===== src/rtl/student_fetch_if.sv =====
// student_fetch_if: groups the instruction-ROM read bus and the decode
// valid/ready handshake of the fetch stage.
//   rom_req/rom_addr  fetch -> ROM   read request and address
//   rom_ack/rom_data  ROM -> fetch   read complete, data valid with ack
//   instr/instr_pc    fetch -> decode instruction word and its PC
//   instr_valid       fetch -> decode instr/instr_pc valid
//   instr_ready       decode -> fetch decode accepts this cycle
// master = fetch stage, slave = ROM plus decode side.
interface student_fetch_if #(
  parameter int ADDR_W = 15,
  parameter int DATA_W = 16
);
  logic              rom_req;
  logic [ADDR_W-1:0] rom_addr;
  logic              rom_ack;
  logic [DATA_W-1:0] rom_data;
  logic [DATA_W-1:0] instr;
  logic [15:0]       instr_pc;
  logic              instr_valid;
  logic              instr_ready;

  modport master (
    output rom_req, rom_addr, instr, instr_pc, instr_valid,
    input  rom_ack, rom_data, instr_ready
  );

  modport slave (
    input  rom_req, rom_addr, instr, instr_pc, instr_valid,
    output rom_ack, rom_data, instr_ready
  );
endinterface


===== src/rtl/student_fetch.sv =====
// student_fetch: instruction-fetch stage between the program counter and
// decode. Samples the PC, reads the word from instruction ROM with a
// req/ack handshake, holds it in the instruction register for decode and
// pulses pc_inc once per fetched word. flush (PC load on taken jump)
// discards any fetch in flight.
// Ports:
//   clk       rising-edge clock
//   reset_n   asynchronous active-low reset
//   pc_in     current PC value
//   pc_inc    one-cycle pulse, PC increments at the end of that cycle
//   flush     PC is being loaded this cycle; drop current fetch
//   bus       ROM read bus and decode handshake (master side)
//
// state | meaning
// IDLE  | sample PC, launch ROM request (held here while flushed)
// REQ   | ROM request outstanding, waiting for ack
// HOLD  | instruction valid, waiting for decode to accept
// DRAIN | request flushed; keep req up until ROM acks, then drop data
module student_fetch #(
  parameter int ADDR_W = 15,
  parameter int DATA_W = 16
) (
  input  logic             clk,
  input  logic             reset_n,
  input  logic [15:0]      pc_in,
  output logic             pc_inc,
  input  logic             flush,
  student_fetch_if.master  bus
);

  typedef enum logic [1:0] {IDLE, REQ, HOLD, DRAIN} state_t;

  state_t            state;
  logic [15:0]       req_pc;
  logic              rom_req_q;
  logic [ADDR_W-1:0] rom_addr_q;
  logic [DATA_W-1:0] instr_q;
  logic [15:0]       instr_pc_q;
  logic              instr_valid_q;

  always_ff @(posedge clk or negedge reset_n) begin
    if (!reset_n) begin
      state         <= IDLE;
      req_pc        <= '0;
      rom_req_q     <= 1'b0;
      rom_addr_q    <= '0;
      pc_inc        <= 1'b0;
      instr_q       <= '0;
      instr_pc_q    <= '0;
      instr_valid_q <= 1'b0;
    end else begin
      pc_inc <= 1'b0;
      case (state)
        IDLE: begin
          if (!flush) begin
            req_pc     <= pc_in;
            rom_addr_q <= pc_in[ADDR_W-1:0];
            rom_req_q  <= 1'b1;
            state      <= REQ;
          end
        end
        REQ: begin
          if (flush) begin
            // A request already acked can be dropped at once; otherwise the
            // ROM handshake must complete before the next fetch starts.
            if (bus.rom_ack) begin
              rom_req_q <= 1'b0;
              state     <= IDLE;
            end else begin
              state     <= DRAIN;
            end
          end else if (bus.rom_ack) begin
            instr_q       <= bus.rom_data;
            instr_pc_q    <= req_pc;
            instr_valid_q <= 1'b1;
            rom_req_q     <= 1'b0;
            pc_inc        <= 1'b1;
            state         <= HOLD;
          end
        end
        HOLD: begin
          if (flush || bus.instr_ready) begin
            instr_valid_q <= 1'b0;
            state         <= IDLE;
          end
        end
        DRAIN: begin
          if (!flush && bus.rom_ack) begin
            rom_req_q <= 1'b0;
            state     <= IDLE;
          end
        end
        default: state <= IDLE;
      endcase
    end
  end

  assign bus.rom_req     = rom_req_q;
  assign bus.rom_addr    = rom_addr_q;
  assign bus.instr       = instr_q;
  assign bus.instr_pc    = instr_pc_q;
  assign bus.instr_valid = instr_valid_q;

endmodule


===== src/flat_wrapper.sv =====
// flat-port wrapper written by rule: the top's interface ports become plain ports
module student_fetch_flat 
#(
  parameter int ADDR_W = 15,
  parameter int DATA_W = 16
)
  (clk, reset_n, pc_in, pc_inc, flush, bus_rom_req, bus_rom_addr, bus_instr, bus_instr_pc, bus_instr_valid, bus_rom_ack, bus_rom_data, bus_instr_ready);
  student_fetch_if #(.ADDR_W(ADDR_W), .DATA_W(DATA_W)) bus_i ();
  input  logic clk;
  input  logic reset_n;
  input  logic [15:0] pc_in;
  output logic pc_inc;
  input  logic flush;
  output wire logic [$bits(bus_i.rom_req)-1:0] bus_rom_req;
  output wire logic [$bits(bus_i.rom_addr)-1:0] bus_rom_addr;
  output wire logic [$bits(bus_i.instr)-1:0] bus_instr;
  output wire logic [$bits(bus_i.instr_pc)-1:0] bus_instr_pc;
  output wire logic [$bits(bus_i.instr_valid)-1:0] bus_instr_valid;
  input wire logic [$bits(bus_i.rom_ack)-1:0] bus_rom_ack;
  input wire logic [$bits(bus_i.rom_data)-1:0] bus_rom_data;
  input wire logic [$bits(bus_i.instr_ready)-1:0] bus_instr_ready;
  assign bus_rom_req = bus_i.rom_req;
  assign bus_rom_addr = bus_i.rom_addr;
  assign bus_instr = bus_i.instr;
  assign bus_instr_pc = bus_i.instr_pc;
  assign bus_instr_valid = bus_i.instr_valid;
  assign bus_i.rom_ack = bus_rom_ack;
  assign bus_i.rom_data = bus_rom_data;
  assign bus_i.instr_ready = bus_instr_ready;
  student_fetch #(.ADDR_W(ADDR_W), .DATA_W(DATA_W)) u_core (.clk(clk), .reset_n(reset_n), .pc_in(pc_in), .pc_inc(pc_inc), .flush(flush), .bus(bus_i));
endmodule

===== config.mk =====
export PLATFORM = sky130hd
export DESIGN_NAME = student_fetch_flat
export DESIGN_NICKNAME = d
export VERILOG_FILES = /design/src/rtl/student_fetch_if.sv /design/src/rtl/student_fetch.sv /design/src/flat_wrapper.sv
export SDC_FILE = /design/constraint.sdc
export NUM_CORES = 1
export LEC_CHECK = 0
export CORE_MARGIN = 1
export CORE_UTILIZATION = 30
export DETAILED_ROUTE_END_ITERATION = 16
export SLEW_MARGIN = 20
export SYNTH_ARGS = -nofsm -noshare
export SYNTH_HDL_FRONTEND = slang
export SYNTH_SLANG_ARGS = --single-unit

===== constraint.sdc =====
create_clock -name clk -period 2.2 [get_ports clk]
set_clock_uncertainty 0.2 [all_clocks]
set_input_delay 0.44 -clock clk [delete_from_list [all_inputs] [get_ports clk]]
set_output_delay 0.44 -clock clk [all_outputs]
set_load 0.005 [all_outputs]

---- Yosys cells after proc, flatten, opt, wreduce, memory -nomap -nowiden ----
Index checks and enable logic that the tools add are counted.
operators by class
  equality and inequality tests ........... 9
  mux-type cells .......................... 18
  bitwise gates (word level) .............. 1
  reduce and logical (&&, ||, !) cells .... 11
operators by type and width
  kind                                            count
  2-to-1 mux 2 bit                                6
  AND reduction 4 bit                             3
  2-to-1 mux 1 bit                                9
  one-hot mux 2 bit (4 select lines)              1
  != test 2 bit (second input constant)           3
  == test 2 bit (second input constant)           2
  != test 2 x 1 -> 1 bit (second input constant)  2
  != test 3 bit (second input constant)           1
  one-hot mux 1 bit (3 select lines)              1
  AND reduction 3 bit                             1
  nonzero test 3 bit                              1
  == test 2 x 1 -> 1 bit (second input constant)  1
  logical NOT 2 bit                               1
  one-hot mux 1 bit (2 select lines)              1
  AND reduction 2 bit                             1
  nonzero test 2 bit                              1
  logical AND 1 bit                               1
  logical NOT 1 bit                               1
  logical OR 1 bit                                1
  inverter 1 bit                                  1
storage, ports and cells
  register bits after elaboration ......... 68
  input bits .............................. 37

---- Longest topological paths before layout ----
  word-level depth ........................ 4
  mapped depth ............................ 4
  mapped depth without buffers ............ 3

---- Least setup slack after synthesis ----
OpenSTA, ideal clock, no wires.
  kind .................................... in2reg
  start point ............................. input port flush
  end point ............................... register u_core.rom_addr_q[10] (netlist: u_core.bus.rom_addr[10])
  library setup time ...................... 0.125 ns
  arrival time ............................ 1.446 ns
  required time ........................... 1.875 ns
  setup slack ............................. 0.429 ns
  cell stages on the path ................. 4
  buffers on the path ..................... 2
  path through ............................ buf_2 -> nor3_4 -> buf_6 -> mux2_2
on the way
  word-level cells in the longest chain between the ends .. 2
ends and longest elaborated chain
  item                           line                 text
  start: declaration             flat_wrapper.sv:13   input logic flush;
  inverter 1 bit (no line)       --
  AND reduction 2 bit (no line)  --
  end signal: assignment         student_fetch.sv:57  rom_addr_q <= pc_in[ADDR_W-1:0];
  end: declaration               student_fetch.sv:36  logic [ADDR_W-1:0] rom_addr_q;
No other way between the ends.
A chain may end at the register's enable or synchronous reset.

---- Worst setup path after layout ----
  start point ............................. register u_core.rom_addr_q[4] (netlist: u_core.bus.rom_addr[4])
  end point ............................... output port bus_rom_addr[4]
RTL lines
  item              line                text
  end: declaration  flat_wrapper.sv:15  output wire logic [$bits(bus_i.rom_addr)-1:0] bus_rom_addr;
No word-level cell between the ends.

==> impl_metrics.json <==
{
  "hpwl_mm": 2.89,
  "finalSetupViolCount": 0,
  "layout_commonest_cell": "clkdlybuf4s50_1",
  "syn-cell-area_um2": 2170,
  "n_fill_cell": 632,
  "regArea_um2": 1330,
  "cp-end-kind": "output pin",
  "finalMaxSlewViolations": 0,
  "clock_latency_ns": 0.30,
  "die_y_um": 87.0,
  "yosysWarnings": 0,
  "avgSynthCellArea_um2": 15.4,
  "min_period_ns": 1.84,
  "hold_ws_ns": 0.296,
  "pre_cts_ws_ns": 0.0360,
  "ant_nets": 0,
  "initialDrtViolationCount": 48,
  "leakage_nw": 1.29,
  "gp_congestion": 0.682,
  "area_delta_synth_final_pct": 45.0,
  "firstDrtPassIters": 4,
  "arrival_ns": 1.20,
  "rrSetupSlack_ns": 0.52,
  "clock_sinks": 53,
  "crit_required_ns": 1.56,
  "antenna_cells": 0,
  "synth_simple_gate_area_share_pct": 3.35,
  "grtUsageTotal_pct": 12.1,
  "hp-class": "reg2reg",
  "worstSetupStartpointType": "flop",
  "power.density_nw_per_um2": 1310,
  "cts_tree": "done",
  "numCtsBuffers": 5,
  "yosysSeqAreaShare_pct": 61.2,
  "coreArea_um2": 6870,
  "wl_per_cell_um": 13.2,
  "io_pins": 87,
  "critPathKind": "reg2out",
  "fmax_ghz": 0.544,
  "io_buffers": 86,
  "max_slew_margin_pct": 77.5,
  "drive_above_1_share_pct": 28.2,
  "drv_cap": 0,
  "synthAdderAreaFrac_pct": 0,
  "peakVddDrop_mv": 0.553,
  "synth_cells": 141,
  "crit_fanout": 3,
  "htreeDepth": 2,
  "grt-ovfl-total": 0,
  "final_cell_mix": "clkdlybuf4s50_1, dfrtp_1, mux2_2, clkbuf_8, buf_4",
  "critPathTopFamily": "buffers and inverters",
  "cts-root-buf": "clkbuf_8",
  "synthXorXnorAreaFrac_pct": 0,
  "routed_wl_mm": 4.17,
  "drc": 0,
  "critical-path-max-stage-delay_ns": 0.54,
  "grt_pass1_wl_mm": 6.88,
  "cts_buffer_depth": 2,
  "placed_cell_area_um2": 3050,
  "worst_slack_ns": 0.360,
  "via_per_inst": 4.35,
  "status": "completed",
  "nNetsFinal": 257,
  "ys_seq_elements": 53,
  "grt_pass1_vias": 1457,
  "synth_top_family_by_area": "multiplexers",
  "grt_max_degree": 54,
  "fin_tns_setup_ns": 0,
  "num_vias": 1375,
  "cts.clk_slew.worst_paths_ns": 0.09,
  "crit_chain": "clkdlybuf4s50_1",
  "multi_input_area_um2": 667,
  "synth.distinct_cells": 19,
  "fin_crit_sh_pct": 83.6,
  "die_w_um": 87.0,
  "start_util_pct": 31.6,
  "final_area_um2": 3140,
  "hold_viol": 0,
  "std_cell_rows": 30,
  "timing.critical_path.buf_inv": 1,
  "synthMuxAreaShare_pct": 24.9,
  "cts-resized-gates": 0,
  "grt_antenna_before_repair": 0,
  "tightestPinTransition_ns": 0.337,
  "cp_slowest_cell": "clkdlybuf4s50_1",
  "dieArea_um2": 7570,
  "synth-compound-area-share_pct": 2.48,
  "rsz0062_at_grt": "no",
  "synth_nets": 178
}
[synth_stat cells]
cell type / instances / share of area [%]
nor3_4: 2 / 1.5
a2bb2oi_1: 1 / 0.40
buf_4: 15 / 5.2
nand2_2: 1 / 0.29
nor2b_1: 1 / 0.29
a21o_1: 1 / 0.35
a221oi_1: 1 / 0.40
buf_6: 4 / 2.1
dfrtp_1: 53 / 61
mux2_1: 3 / 1.6
nand2b_1: 2 / 0.58
buf_2: 2 / 0.46
nor2_1: 2 / 0.35
o21ai_0: 2 / 0.46
inv_1: 2 / 0.35
mux2_2: 45 / 23
nand2_1: 2 / 0.35
a21bo_2: 1 / 0.46
o32ai_1: 1 / 0.40
[through the flow]
step	cells	utilization (%)	total power [mW]
floorplan	141	-	2.65
global placement	308	44.4	3.59
detailed placement	308	44.4	3.62
CTS	316	45.8	4.19
global route	316	45.8	4.43
finish	316	45.8	4.11
[sequential cells by signal, summed over array words and instances (netlist names)]
| register | flops |
|---|---|
| u_core.bus.instr_pc | 16 |
| u_core.pc_inc | 1 |
| u_core.state | 2 |
| u_core.bus.rom_addr | 14 |
| u_core.req_pc | 2 |
| u_core.bus.instr_valid | 1 |
| u_core.bus.rom_req | 1 |
| u_core.bus.instr | 16 |
[final timing paths]
check                                       startpoint                 endpoint  depth (start not counted)
worst max-delay path            u_core.bus.rom_addr[4]          bus_rom_addr[4]                          1
worst min-delay path            u_core.bus.instr_pc[5]   u_core.bus.instr_pc[5]                          1
worst max register to register         u_core.state[0]   u_core.bus.instr_pc[6]                          4
worst min register to register  u_core.bus.instr_pc[5]   u_core.bus.instr_pc[5]                          1
max in group asynchronous                      reset_n  u_core.bus.instr_pc[10]                          3
min in group asynchronous                      reset_n   u_core.bus.instr_pc[2]                          3
[report_power, final]
| group | internal [mW] | switching (mW) |
|---|---|---|
| sequential | 1.46 | 0.304 |
| combinational | 1.29 | 0.505 |
| clock | 0.250 | 0.294 |
[per-layer routing]
layer,track usage [%],vias up,share of wire (%)
met5,0,-,0
met4,5.00,0,1.6
met3,5.50,8,12
met2,19.7,65,44
met1,13.9,673,42
li1,-,629,-
[final cells by class]
cell class / count / area share, %
Inverter: 2 / 0.239
Sequential cell: 53 / 42.2
Timing Repair Buffer: 93 / 29.8
Clock buffer: 7 / 2.75
Multi-Input combinational cell: 65 / 21.2
Tap cell: 96 / 3.82
[what timing repair did]
action | in CTS | in global routing
setup buffers | 0 | 0
setup endpoints to repair | 0 | 0
hold buffers | 1 | 0
endpoints found under the hold margin | 53 | 0
[logic make-up (layout without fill, tap and decap cells)]
| logic type | after synthesis | in the layout |
|---|---|---|
| AO/OA/AOI/OAI | 7 | 7 |
| multiplexers | 48 | 48 |
| flip-flops | 53 | 53 |
| buffers and inverters | 23 | 102 |
| AND/OR/NAND/NOR | 10 | 10 |
No activity file was read; power rests on OpenSTA's default activity.
